**src/rtl/sequencer_pkg.sv**
```systemverilog
// Shared definitions for the program sequencer: op encodings and op width.
package sequencer_pkg;

    localparam int OP_W = 3;

    typedef enum logic [OP_W-1:0] {
        OP_INC     = 3'd0,
        OP_BR_REL  = 3'd1,
        OP_BR_COND = 3'd2,
        OP_BR_ABS  = 3'd3,
        OP_CALL    = 3'd4,
        OP_RET     = 3'd5,
        OP_HALT    = 3'd6,
        OP_RSVD    = 3'd7
    } op_e;

endpackage

```
**src/rtl/return_stack.sv**
```systemverilog
// LIFO return-address stack. Push is ignored when full, pop when empty.
// dout always shows the top entry; it is meaningless while empty.
module return_stack #(
    parameter int PC_W        = 8,
    parameter int STACK_DEPTH = 4
) (
    input  logic                               CLK,
    input  logic                               rst,
    input  logic                               push,
    input  logic                               pop,
    input  logic [PC_W-1:0]                    din,
    output logic [PC_W-1:0]                    dout,
    output logic [$clog2(STACK_DEPTH+1)-1:0]   depth,
    output logic                               full,
    output logic                               empty
);

    localparam int DW = $clog2(STACK_DEPTH + 1);
    // Address width; the array is rounded up to a power of two so any
    // AW-bit index is in range. Entries past STACK_DEPTH are never written.
    localparam int AW = (STACK_DEPTH > 1) ? $clog2(STACK_DEPTH) : 1;
    localparam logic [DW-1:0] MAX_DEPTH = DW'(STACK_DEPTH);

    logic [PC_W-1:0] mem_q [2**AW];
    logic [DW-1:0]   depth_q, depth_d;
    logic            do_push, do_pop;

    assign full    = (depth_q == MAX_DEPTH);
    assign empty   = (depth_q == '0);
    assign do_push = push && !full;
    assign do_pop  = pop && !empty;
    assign depth   = depth_q;
    assign dout    = mem_q[AW'(depth_q - DW'(1))];

    // Next occupancy from the qualified push/pop requests.
    always_comb begin
        depth_d = depth_q;
        if (do_push && !do_pop) begin
            depth_d = depth_q + DW'(1);
        end else if (do_pop && !do_push) begin
            depth_d = depth_q - DW'(1);
        end
    end

    // Occupancy register, cleared asynchronously.
    always_ff @(posedge CLK or negedge rst) begin
        if (!rst) begin
            depth_q <= '0;
        end else begin
            depth_q <= depth_d;
        end
    end

    // Entry storage; no reset needed since entries above depth are unreachable.
    always_ff @(posedge CLK) begin
        if (do_push) begin
            mem_q[AW'(depth_q)] <= din;
        end
    end

endmodule

```
**src/rtl/program_sequencer.sv**
```systemverilog
// Program counter sequencer with relative/absolute/conditional branches,
// call/return through a return stack, halt, and a sticky stack error flag.
module program_sequencer
    import sequencer_pkg::*;
#(
    parameter int          PC_W        = 8,
    parameter int          OFFS_W      = 8,
    parameter int          STACK_DEPTH = 4,
    parameter logic [PC_W-1:0] RESET_PC = '0
) (
    input  logic                               CLK,
    input  logic                               rst,
    input  logic                               en,
    input  logic [OP_W-1:0]                    op,
    input  logic                               flag,
    input  logic [PC_W-1:0]                    target,
    input  logic [OFFS_W-1:0]                  offset,
    output logic [PC_W-1:0]                    PC,
    output logic [$clog2(STACK_DEPTH+1)-1:0]   depth,
    output logic                               halted,
    output logic                               stack_err
);

    // Elaboration-time parameter sanity checks.
    if (OFFS_W > PC_W) begin : g_chk_offs
        $error("program_sequencer: OFFS_W must not exceed PC_W");
    end
    if (STACK_DEPTH < 1) begin : g_chk_depth
        $error("program_sequencer: STACK_DEPTH must be at least 1");
    end

    logic [PC_W-1:0] pc_q, pc_d;
    logic            halted_q, halted_d;
    logic            err_q, err_d;
    logic [PC_W-1:0] pc_inc, pc_rel, offs_ext, stk_dout;
    logic            stk_push, stk_pop, stk_full, stk_empty, advance;

    assign advance  = en && !halted_q;
    assign offs_ext = PC_W'($signed(offset));
    assign pc_inc   = pc_q + PC_W'(1);
    assign pc_rel   = pc_q + offs_ext;

    return_stack #(
        .PC_W        (PC_W),
        .STACK_DEPTH (STACK_DEPTH)
    ) u_stack (
        .CLK   (CLK),
        .rst   (rst),
        .push  (stk_push),
        .pop   (stk_pop),
        .din   (pc_inc),
        .dout  (stk_dout),
        .depth (depth),
        .full  (stk_full),
        .empty (stk_empty)
    );

    // Next PC, halt/error flags and stack requests; push and pop are
    // mutually exclusive because they come from different op codes.
    always_comb begin
        pc_d     = pc_q;
        halted_d = halted_q;
        err_d    = err_q;
        stk_push = 1'b0;
        stk_pop  = 1'b0;
        if (advance) begin
            case (op_e'(op))
                OP_BR_REL:  pc_d = pc_rel;
                OP_BR_COND: pc_d = flag ? pc_rel : pc_inc;
                OP_BR_ABS:  pc_d = target;
                OP_CALL: begin
                    if (stk_full) begin
                        pc_d  = pc_inc;
                        err_d = 1'b1;
                    end else begin
                        pc_d     = target;
                        stk_push = 1'b1;
                    end
                end
                OP_RET: begin
                    if (stk_empty) begin
                        pc_d  = pc_inc;
                        err_d = 1'b1;
                    end else begin
                        pc_d    = stk_dout;
                        stk_pop = 1'b1;
                    end
                end
                OP_HALT:    halted_d = 1'b1;
                default:    pc_d = pc_inc;
            endcase
        end
    end

    // PC, halted and sticky error registers with asynchronous reset.
    always_ff @(posedge CLK or negedge rst) begin
        if (!rst) begin
            pc_q     <= RESET_PC;
            halted_q <= 1'b0;
            err_q    <= 1'b0;
        end else begin
            pc_q     <= pc_d;
            halted_q <= halted_d;
            err_q    <= err_d;
        end
    end

    assign PC        = pc_q;
    assign halted    = halted_q;
    assign stack_err = err_q;

endmodule
```
**config.mk**
```make
export PLATFORM = sky130hd
export DESIGN_NAME = program_sequencer
export DESIGN_NICKNAME = d
export VERILOG_FILES = /design/src/rtl/sequencer_pkg.sv /design/src/rtl/return_stack.sv /design/src/rtl/program_sequencer.sv
export SDC_FILE = /design/constraint.sdc
export NUM_CORES = 1
export LEC_CHECK = 0
export CAP_MARGIN = 5
export CORE_ASPECT_RATIO = 1.4
export CORE_UTILIZATION = 35
export CTS_BUF_LIST = sky130_fd_sc_hd__clkbuf_8
export CTS_CLUSTER_DIAMETER = 30
export DETAILED_ROUTE_END_ITERATION = 10
export GPL_TIMING_DRIVEN = 0
export HOLD_SLACK_MARGIN = 0.1
export PLACE_DENSITY = 0.54
export REMOVE_ABC_BUFFERS = 1
export SYNTH_ARGS = -nofsm -noshare
export SYNTH_HDL_FRONTEND = slang
export SYNTH_SLANG_ARGS = --single-unit
```
**constraint.sdc**
```tcl
create_clock -name CLK -period 2.59 [get_ports CLK]
set_clock_uncertainty 0.05 [all_clocks]
set_input_delay 0.259 -clock CLK [delete_from_list [all_inputs] [get_ports CLK]]
set_output_delay 0.259 -clock CLK [all_outputs]
set_load 0.05 [all_outputs]
```
Word-level counts from Yosys, hierarchy flattened
Memory sizes are Yosys's and may differ from the RTL's.
Cells that the tools add are included.
{ "totals": {"wordCells": 52, "reg_bits": 13, "ram_bits": 32, "memories": 1} }
{ "mem_list": {"columns": ["name", "words", "word_bits", "read_ports", "rd_ports_with_merged_regs", "wr", "line_no", "text"], "rows": [
  ["u_stack.mem_q", 4, 8, 1, 0, 1, "return_stack.sv:24", "logic [PC_W-1:0] mem_q [2**AW];"]
]} }
{ "classes": {"reduce_logical": 16, "n_addsub": 4, "bitwise": 1, "n_eq_ne": 9, "muxes": 17} }
{ "op_table": {"columns": ["operator", "count"], "rows": [
  ["$pmux W8 S6", 1],
  ["$mux W8", 3],
  ["$eq A3 B3 Y1 const B", 4],
  ["$mux W1", 10],
  ["$add A8 B1 Y8 const B", 1],
  ["$add A8 B8 Y8", 1],
  ["$eq A3 B2 Y1 const B", 2],
  ["$mux W3", 2],
  ["$logic_and A1 B1 Y1", 5],
  ["$logic_not A1 Y1", 5],
  ["$ne A2 B1 Y1 const B", 2],
  ["$reduce_and A2 Y1", 2],
  ["$reduce_and A4 Y1", 1],
  ["$reduce_bool A2 Y1", 2],
  ["$add A3 B1 Y3 const B", 1],
  ["$eq A3 B1 Y1 const B", 1],
  ["$logic_not A3 Y1", 1],
  ["$sub A3 B1 Y3 const B", 1],
  ["$pmux W1 S2", 1],
  ["$not A1 Y1", 1]
]} }

Depth between registers and ports, before layout
{ "depth": {"word_depth": 9, "mapped_depth": 10} }

Modules after synthesis
From an unflattened synthesis, not the netlist that was laid out.
{ "unflattened": {"cells_unflattened": 208, "hier_area_um2": 2648.8} }
{ "modules_own_cells": {"columns": ["mod", "cells_each", "area_per_inst_um2", "instances"], "rows": [
  ["return_stack", 69, 1415.1, 1],
  ["program_sequencer", 139, 1233.7, 1]
]} }

Worst setup path after synthesis
OpenSTA, ideal clock, no wires.
{ "synth_path": {"kind": "register to register", "startpoint": "register u_stack.depth_q[0] (netlist: u_stack.depth[0])", "endpoint": "register u_stack.depth_q[2] (netlist: u_stack.depth[2])", "path_buffers": 1, "synth_period_minus_slack_ns": 2.743, "stages_incl_launch_ff": 11, "arrival_ns": 2.547, "path_slack_ns": -0.153, "cell_sequence": "dfrtp_1 -> buf_2 -> inv_1 -> ha_1 -> and2_1 -> or2_1 -> nor2_1 -> ha_1 -> mux2i_1 -> nor2_1 -> xor2_1"} }
{ "synth_between": {"elab_chain_cells": 8, "word_cells_on_any_way": 21} }
{ "synth_lines": {"columns": ["element", "line_no", "text"], "rows": [
  ["start: declaration", "return_stack.sv:25", "logic [DW-1:0] depth_q, depth_d;"],
  ["start signal: assignment", "return_stack.sv:50", "depth_q <= depth_d;"],
  ["$eq A3 B3 Y1 or $logic_not A3 Y1 (tied branches)", "return_stack.sv:28, return_stack.sv:29", null],
  ["$mux W1 (on tied branches)", "program_sequencer.sv:72, program_sequencer.sv:81", null],
  ["$mux W1", "program_sequencer.sv:67", "case (op_e'(op))"],
  ["$mux W1", "program_sequencer.sv:66", "if (advance) begin"],
  ["$logic_and A1 B1 Y1 (on tied branches)", "return_stack.sv:30, return_stack.sv:31", null],
  ["$logic_not A1 Y1 (on tied branches)", "return_stack.sv:40, return_stack.sv:38", null],
  ["$logic_and A1 B1 Y1 (on tied branches)", "return_stack.sv:40, return_stack.sv:38", null],
  ["$reduce_bool A2 Y1 (no source line) or $mux W3 (tied branches)", null, null]
]} }
Several ways; a longest one is shown, not always the timed one. The select of a mux whose other input is x is not followed.
A chain may end at the register's enable or synchronous reset.

Final worst setup path
{ "layout_path": {"startpoint": "input op[1]", "endpoint": "register pc_q[2] (netlist: PC[2])"} }
{ "layout_between": {"elab_chain_cells": 3, "word_cells_on_any_way": 9} }
{ "layout_lines": {"columns": ["element", "line_no", "text"], "rows": [
  ["start: declaration", "program_sequencer.sv:14", "input logic [OP_W-1:0] op,"],
  ["parallel branches: the longest is 3 deep, another holds $pmux W8 S6", null, null],
  ["end signal: assignment", "program_sequencer.sv:102", "pc_q <= pc_d;"],
  ["end: declaration", "program_sequencer.sv:32", "logic [PC_W-1:0] pc_q, pc_d;"]
]} }
Parallel ways; which one is timed is not known.

==> results by group <==
Detailed routing
  • Post-Route WL: 5770 um
  • Antenna viol nets, final: 0
  • Routed len/inst: 16.5 um
  • Vias per cell: 5.07
  • Remaining DRCs: 0
  • Pre-antenna DRT Iters: 4
  • DRT iter0 DRCs: 73
  • Via count: 1,771

Finish
  • Most frequent cells in the layout: clkdlybuf4s50_1 (35), edfxtp_1 (32), ha_1 (15), inv_1 (13)
  • # diodes: 0
  • Share of cells above drive strength 1: 11.4%
  • Commonest non-fill, non-tap cell in the layout: clkdlybuf4s50_1
  • Layout area overhead: 24.1%
  • Non-Filler Instances: 349
  • Fin util: 45.4%
  • Final nets: between 200 and 300
  • Fillcell total: about 690

Synth
  • Post-Syn Area: 2570 um2
  • EDFF count, synth: 32
  • #FFs+latches synth: 45
  • Area share of the largest cell type after synthesis: 37.4%
  • Post-synth ARST share: between 20% and 30%
  • Ys Warns: 0
  • Ys flop type: edfxtp_1
  • Syn Area/Cell: 12.1 um2
  • Top cells by area, synth: edfxtp_1 (37%), dfrtp_1 (13%), ha_1 (7.3%), mux4_2 (7.0%), xor2_1 (2.4%)
  • Area leader, netlist: edfxtp_1
  • Mapped Cells: 212
  • Post-synthesis sequential area ratio: between 50% and 60%
  • Yosys cell types: 51

Timing
  • Post-route clock period utilization: 94.9%
  • Worst Slack Setup Final: 0.132 ns
  • RSZ-0062 raised after global routing: false
  • WHS: between 0.3 and 0.4 ns
  • Least-Margin Pin Slew: 0.693 ns
  • Final min period: 2.46 ns
  • FMAX: just over 0.4 GHz
  • Rel. slew slack: 53.7%
  • Final setup vio count: 0
  • Final number of max-transition violations: 0
  • Final Hold Fails: 0

Worst setup path
  • Peak fanout along the critical path: 10
  • Worst Setup Start Kind: input pin
  • CP endpoint kind: flop
  • Critical Path RT: 2.77 ns
  • CP max stage cell: clkdlybuf4s50_1
  • Critical-path cell list: clkdlybuf4s50_1 -> inv_1 -> ha_1 -> or4b_4 -> o22ai_4 -> a32o_1 -> a311oi_1 -> o2bb2ai_1
  • Delay of the slowest cell on the worst path: 0.66 ns
  • Setup CP Type: input pin to flop
  • Critical path arrival: 2.63 ns
  • CP bufs+invs: 2
  • Top Family by Delay on Critical Path: buffers and inverters

Floorplanning
  • Chip Width: 74.4 um
  • Core Region: 7030 um2
  • Die Footprint: 7690 um2
  • FP Rows: 36
  • Die Ht: ~100 um
  • # IOs: 36
  • Starting Density: 36.6%

Clock network
  • CTS H-tree lvls: 2
  • Cts hold-fix bufs: 0
  • TritonCTS clock tree: done
  • Clock tree sinks: 45
  • CTS root buffer: clkbuf_8
  • Clock-pin slew on the worst setup and hold paths: 0.09 ns
  • Num CTS Buffers: 5
  • Clock Latency Late Sink: around 0.29 ns
  • CTS max path bufs: 2

Pwr
  • Peak VDD IR: 0.000521 V
  • Pwr Total: 3.42 mW
  • Leakage: 1.15 nW
  • PwrDens: 1070 nW/um2

GRT
  • GR Util All Layers: 16.8%
  • Vias in the first global route: ~1,800
  • First-pass GRT wire length: around 9400 um
  • Total gr overflow: 0
  • Initial antenna violation count: 0
  • Pin count of the biggest net entering global routing: 16

Placed design
  • Place WS: -0.396 ns
  • Number of port buffers: 35
  • Placed cell count: ~340
  • Gp weighted congestion: 0.775
  • Hpwl dp: 4410 um

Hold path
  • Hold crit path type: input pin to async pin

Outcome
  • Status: completed

Flow run
  • Max Cap Violations: 0
==> report_power, final <==
part           internal (mW)  total (mW)  switching [mW]  leakage (nW)
Clock                  0.389       0.648           0.259        0.0687
Sequential             0.978        1.14           0.162         0.436
Combinational          0.666        1.64           0.971         0.648
==> cells in the mapped netlist (2+ instances only) <==
cell type,instances
a221oi_1,5
o21ai_0,12
nand3b_1,2
xor2_1,7
edfxtp_1,32
o21bai_1,2
xnor2_1,5
a22oi_1,2
dfrtp_1,13
a22o_1,2
mux2i_1,2
mux4_2,8
nor2_1,12
ha_1,15
inv_1,13
nor2b_1,4
o21ai_1,3
or3_1,2
a211oi_1,3
nand2_1,8
nor3_1,2
a21o_1,3
a21oi_1,11
o2bb2ai_1,2
and2_1,7
nand3_1,3
nand2b_1,7
buf_2,2
==> registers in the layout, summed over array words and instances, names as in the netlist <==
register	count
halted	1
u_stack.mem_q	32
PC	8
stack_err	1
u_stack.depth	3
==> worst register-to-register path, delay by kind of cell (launching register included) <==
family	cells	cell delay [ns]
fa+ha+maj	2	0.50
flops	1	0.45
buf+inv	1	0.08
simple gates	4	0.79
xor+xnor	1	0.14
mux	1	0.19
==> repair_timing <==
item / in CTS / in global routing
buffers inserted: 0 / 2
hold endpoints to repair: 0 / 0
setup endpoints to repair: 43 / 3
pin swaps: 0 / 0
resized for setup: 6 / 1
==> routing by layer <==
layer / GRT usage (%) / wire length [um]
met5: 0 / 0
met4: 6.24 / 74
met3: 1.55 / 102
met2: 29.5 / 3060
met1: 21.4 / 2540
==> worst paths after layout <==
kind / slack, ns / start / endpoint / cells past startpoint
hold reg to reg: 0.44 / stack_err / stack_err / 1
max in group asynchronous: 1.65 / rst / u_stack.depth[0] / 1
setup / recovery: 0.13 / op[1] / PC[2] / 8
hold / removal: 0.32 / rst / PC[7] / 1
setup reg to reg: 0.29 / u_stack.depth[0] / u_stack.depth[2] / 9
min in group CLK: 0.44 / stack_err / stack_err / 1
==> cells by family after synthesis <==
group | share of synthesized area (%)
fa+ha+maj | 8.08
flops | 50.0
xor+xnor | 4.09
buf+inv | 2.43
compound gates | 14.1
mux | 7.79
simple gates | 13.5
==> through the flow <==
step                      TNS, ns  cell area [um2]
final                           0             3190
after global routing            0             3190
after CTS                       0             3170
after detailed placement   -13.35             3030
after global placement     -13.76             3030
after floorplan             -3.92             2560
==> layout make-up <==
| type | instances | area, um2 | share of cell area (%) |
|---|---|---|---|
| multi-input combinational | 151 | 1230 | 38.5 |
| inverter | 13 | 48.8 | 1.53 |
| clock buffer | 5 | 68.8 | 2.16 |
| sequential | 45 | 1290 | 40.4 |
| timing repair buffer | 37 | 365 | 11.5 |
| clock inverter | 3 | 68.8 | 2.16 |
| tap | 95 | 119 | 3.73 |
No activity file was read; power rests on OpenSTA's default activity.
==> RTL change 1 (same flow settings) <==
Register the input `offset` before use, without a reset. The logic sees it one clock later. The other inputs are not delayed to match.
--- a/src/rtl/program_sequencer.sv
+++ b/src/rtl/program_sequencer.sv
@@ -21,6 +21,12 @@
     output logic                               stack_err
 );
 
+    logic [OFFS_W-1:0] offset_q;
+
+    always_ff @(posedge CLK) begin
+        offset_q <= offset;
+    end
+
     // Elaboration-time parameter sanity checks.
     if (OFFS_W > PC_W) begin : g_chk_offs
         $error("program_sequencer: OFFS_W must not exceed PC_W");
@@ -36,7 +42,7 @@
     logic            stk_push, stk_pop, stk_full, stk_empty, advance;
 
     assign advance  = en && !halted_q;
-    assign offs_ext = PC_W'($signed(offset));
+    assign offs_ext = PC_W'($signed(offset_q));
     assign pc_inc   = pc_q + PC_W'(1);
     assign pc_rel   = pc_q + offs_ext;
 
Formal check against the unedited RTL: not equivalent (Yosys sat finds a counterexample within 4 cycles, from zero or initial values and one cycle with rst low).
==> RTL change 1 against the unedited design <==
Worst setup slack improved by 0.067 ns. Maximum frequency increased by 2.8%. Critical endpoint is now PC[5]$_DFFE_PN0P_. Cell count is 1.7% lower. Sequential power up 12%. Sequential share of layout area is 3.9 points higher. Sequential cell count up 8. Power up 1.7%. Synthesized area grew 4.2%. Wire length up 1.5%. Die area up 4.1%. Final area up 2.3%. Largest cell class unchanged.
==> RTL change 1: results (changes against the unedited design) <==
Part of the Yosys area used for sequential elements - 54.0% (+4.0 points)
Seq. pwr - 0.00128 W (+12%)
Final setup viols - 0 (unchanged)
M3 GR Usage - 2.25% (+0.70 points)
Compound-Gate Fraction of Synth Area - 13.6% (-0.52 points)
N_diodes - 0 (unchanged)
CP arrival - 2.52 ns (-0.11 ns)
CTS root buffer - clkbuf_8
DP Cell Count - 335 (-1.2%)
Gp weighted congestion - 0.770 (-0.64%)
CTS clk-pin slew, worst paths - 0.10 ns
Worst path slowest cell - dfrtp_2
Final nets - 284 (-2.7%)
Predominant post-synthesis flop cell - edfxtp_1
Post-DP Area - 3120 sq um (+3.2%)
Worst path max stage delay - 0.58 ns (-0.08 ns)
Clock latency on the worst-skew pair - 0.31 ns (+0.02 ns)
Leak Pwr - 1.22 nW (+5.8%)
Met1 Use GR - 16.8% (-4.7 points)
Share of cells above drive strength 1 - 5.69% (-5.7 points)
Largest cells by area after synthesis - edfxtp_1 (36%), dfrtp_1 (12%), ha_1 (7.0%)
Initial DRC Count - 70 (-4.1%)
Dpl ws - -0.214 ns (+0.182 ns)
# port buffers - 35 (unchanged)
Top post-synthesis cells by count - edfxtp_1 (32), ha_1 (15), a21oi_1 (13), dfrtp_1 (13)
Tot GR Track Use - 15.3% (-1.6 points)
# H-tree levels - 2 (unchanged)
Largest net degree at the start of global routing - 18 (+2)
Yosys cell types - 44 (-14%)
Final Hold Vio Count - 0 (unchanged)
Crit path max fanout - 13 (+3)
Yosys warnings - 0 (unchanged)
Synth Instances - 207 (-2.4%)
First-pass GRT wire length - 9200 microns (-2.5%)
Routed WL per cell - 17.1 microns (+3.3%)
Number of flip-flops in the largest register - 32 (unchanged)
Xor and xnor area share after synthesis - 4.91% (+0.82 points)
Post-synth top area share - 35.9% (-1.5 points)
Fillers - 680 (-0.87%)
Post-synth EDFFs - 32 (unchanged)
CTS Buffer Depth - 2 (unchanged)
Synth Area in Adders - 7.76% (-0.32 points)
Family with the most delay on the worst path - compound AO/OA/AOI/OAI gates
Met2 GRT Util - 29.2% (-0.30 points)
Status - completed
Ys async rst share - 24.5% (-4.4 points)
Vias in the first global route - 1,821 (-0.22%)
Cell-internal power - 0.00212 W (+4.2%)
Tightest Pin Transition - 0.742 ns (+0.0496 ns)
Via count - 1,745 (-1.5%)
Hold crit path type - input pin to asynchronous set/reset pin
Via density - 5.09 (+0.26%)
Comb power frac - 43.8% (-4.0 points)
Initial antenna violation count - 0 (unchanged)
Worst IR Drop VDD - 0.000345 V (-34%)
HPWL after DPL - 4360 microns (-1.3%)
Mux contribution to synthesized area - 8.46% (+0.67 points)
Sw frac - 39.1% (-1.5 points)
Detailed Routing Iterations Pass 1 - 4 (unchanged)
## RTL change 1: cell types whose count changed after synthesis, moves of 3 or more
cell / unedited run / this run
a211oi_1: 3 / 0
a221oi_1: 5 / 1
a222oi_1: 0 / 4
a22o_1: 2 / 6
and2_1: 7 / 4
dfxtp_1: 0 / 8
inv_1: 13 / 9
mux4_1: 0 / 7
mux4_2: 8 / 1
nor2_1: 12 / 9
o21a_1: 0 / 4
o21ai_1: 3 / 0
## RTL change 1: routing by layer
layer,wire (microns),part of all wire (%),vias to the layer above
met3,97,1.7,6
met4,87,1.5,0
met5,0,0,-
li1,-,-,864
met2,3200,55,21
met1,2470,42,854
## RTL change 1: worst paths after layout
kind	from	endpoint	slack, ns	cells past startpoint
max	u_stack.depth[0]$_DFFE_PN0P_	PC[5]$_DFFE_PN0P_	0.20	6
min	rst	u_stack.depth[1]$_DFFE_PN0P_	0.31	1
max reg2reg	u_stack.depth[0]$_DFFE_PN0P_	PC[5]$_DFFE_PN0P_	0.20	6
min reg2reg	halted$_DFFE_PN0P_	halted$_DFFE_PN0P_	0.47	1
max in group asynchronous	rst	u_stack.depth[0]$_DFFE_PN0P_	1.69	1
min in group CLK	offset[7]	offs_ext[7]$_DFF_P_	0.33	1
## RTL change 1: area by class of cell
type / instances / area (sq um) / share of cell area, %
clock inverters: 3 / 68.8 / 2.11
flip-flops and latches: 53 / 1450 / 44.4
well taps: 97 / 121 / 3.72
multi-input cells: 141 / 1170 / 35.9
clock buffers: 5 / 68.8 / 2.11
repair buffers: 35 / 350 / 10.7
inverters: 9 / 33.8 / 1.04
## RTL change 1: timing repair
action,CTS,global route
setup endpoints to repair,37,1
buffers inserted,0,0
resized for setup,1,1
==> RTL change 2 (same flow settings) <==
Without the edit above. `STACK_DEPTH` is set to 4 in 2 places; all go to 8.
--- a/src/rtl/return_stack.sv
+++ b/src/rtl/return_stack.sv
@@ -2,7 +2,7 @@
 // dout always shows the top entry; it is meaningless while empty.
 module return_stack #(
     parameter int PC_W        = 8,
-    parameter int STACK_DEPTH = 4
+    parameter int STACK_DEPTH = 8
 ) (
     input  logic                               CLK,
     input  logic                               rst,
--- a/src/rtl/program_sequencer.sv
+++ b/src/rtl/program_sequencer.sv
@@ -5,7 +5,7 @@
 #(
     parameter int          PC_W        = 8,
     parameter int          OFFS_W      = 8,
-    parameter int          STACK_DEPTH = 4,
+    parameter int          STACK_DEPTH = 8,
     parameter logic [PC_W-1:0] RESET_PC = '0
 ) (
     input  logic                               CLK,
Ports: changed (resized depth); port bits go from 36 to 37. The function was not compared with the original's and may differ.
==> RTL change 2 against the unedited design <==
Combinational power is 55% higher. Die area rose by 52%. Worst setup slack lost 0.091 ns. Global-route usage up 0.055 points. Final area rose by 54%. Synthesized area rose by 54%. Via count rose by 46%. Sequential cell count increased by 33. Power rose by 53%. Wire length rose by 61%.
==> RTL change 2: results (changes against the unedited design) <==
Xor and xnor area share after synthesis - 3.96% (-0.13 points)
Yosys cell types - 52 (+2.0%)
Post-DP Area - 4440 sq um (+47%)
Largest cells by area after synthesis - edfxtp_1 (49%), mux4_2 (9.1%), dfrtp_1 (8.9%)
CP arrival - 2.57 ns (-0.06 ns)
Routed WL per cell - 19.3 microns (+17%)
Gp weighted congestion - 0.828 (+6.8%)
DP Cell Count - 454 (+34%)
Met1 Use GR - 18.8% (-2.6 points)
Crit path max fanout - 8 (-2)
Reg2reg setup slack - 0.04 ns (-0.25 ns)
Via count - 2,580 (+46%)
HPWL after DPL - 6220 microns (+41%)
Largest net degree at the start of global routing - 18 (+2)
Tot GR Track Use - 16.9% (+0.055 points)
CTS Buffer Depth - 2 (unchanged)
Number of flip-flops in the largest register - 64 (+100%)
Rel. slew slack - 44.1% (-9.6 points)
Type of the worst setup path - register to register
Ys async rst share - 17.9% (-11 points)
Compound-Gate Fraction of Synth Area - 10.9% (-3.2 points)
Hold WS - 0.291 ns (-0.0307 ns)
Vias in the first global route - 2,656 (+46%)
Total CTS buffers - 9 (+4)
Routed wl met2 - 4890 microns (+60%)
Postcts setup bufs - 8 (+8)
Top post-synthesis cells by count - edfxtp_1 (64), nand2_1 (20), nor2_1 (20), mux4_2 (16), dfrtp_1 (14)
M3 GR Usage - 3.08% (+1.5 points)
First-pass GRT wire length - 14,300 microns (+51%)
Synth Area in Adders - 4.30% (-3.8 points)
# port buffers - 36 (+2.9%)
Routed wl met3 - 330 microns (+220%)
# H-tree levels - 3 (+1)
Worst path slowest cell - dfrtp_4
Post-synth EDFFs - 64 (+100%)
Family with the most delay on the worst path - simple AND/OR/NAND/NOR gates
Final period util - 98.4% (+3.5 points)
Final nets - 371 (+27%)
Part of the Yosys area used for sequential elements - 57.5% (+7.4 points)
Clock latency on the worst-skew pair - 0.36 ns (+0.07 ns)
Synth Instances - 285 (+34%)
Mux contribution to synthesized area - 11.9% (+4.1 points)
Initial DRC Count - 260 (+260%)
Met2 GRT Util - 30.7% (+1.2 points)
Reg2reg start - u_stack.depth[0]$_DFFE_PN0P_
Routed Wire Length - 9280 microns (+61%)
Status - completed
Worst path max stage delay - 0.42 ns (-0.24 ns)
Worst IR Drop VDD - 0.000421 V (-19%)
M1 WL - 3770 microns (+48%)
CTS resizes - 24 (+18)
Leak Pwr - 1.70 nW (+48%)
Share of cells above drive strength 1 - 20.3% (+8.9 points)
R2R Path End - u_stack.mem_q[1][1]$_DFFE_PP_
## RTL change 2: cell types whose count changed after synthesis, moves of 5 or more
cell | unedited run | this run
mux2i_1 | 2 | 11
and2_1 | 7 | 1
mux4_2 | 8 | 16
nor2_1 | 12 | 20
xnor2_1 | 5 | 10
edfxtp_1 | 32 | 64
nand2_1 | 8 | 20
## RTL change 2: layout make-up
| type | count | area [sq um] |
|---|---|---|
| Clock inverter | 7 | 57.6 |
| Sequential cell | 78 | 2280 |
| Inverter | 10 | 37.5 |
| Fill cell | 979 | 6020 |
| Clock buffer | 9 | 124 |
| Tap cell | 141 | 176 |
| Multi-Input combinational cell | 189 | 1720 |
| Timing Repair Buffer | 47 | 512 |
## RTL change 2: report_power, final
| group | internal [W] | switching [W] | total (W) |
|---|---|---|---|
| clock network | 0.000357 | 0.000478 | 0.000835 |
| logic | 0.00106 | 0.00148 | 0.00255 |
| registers | 0.00164 | 0.000205 | 0.00185 |
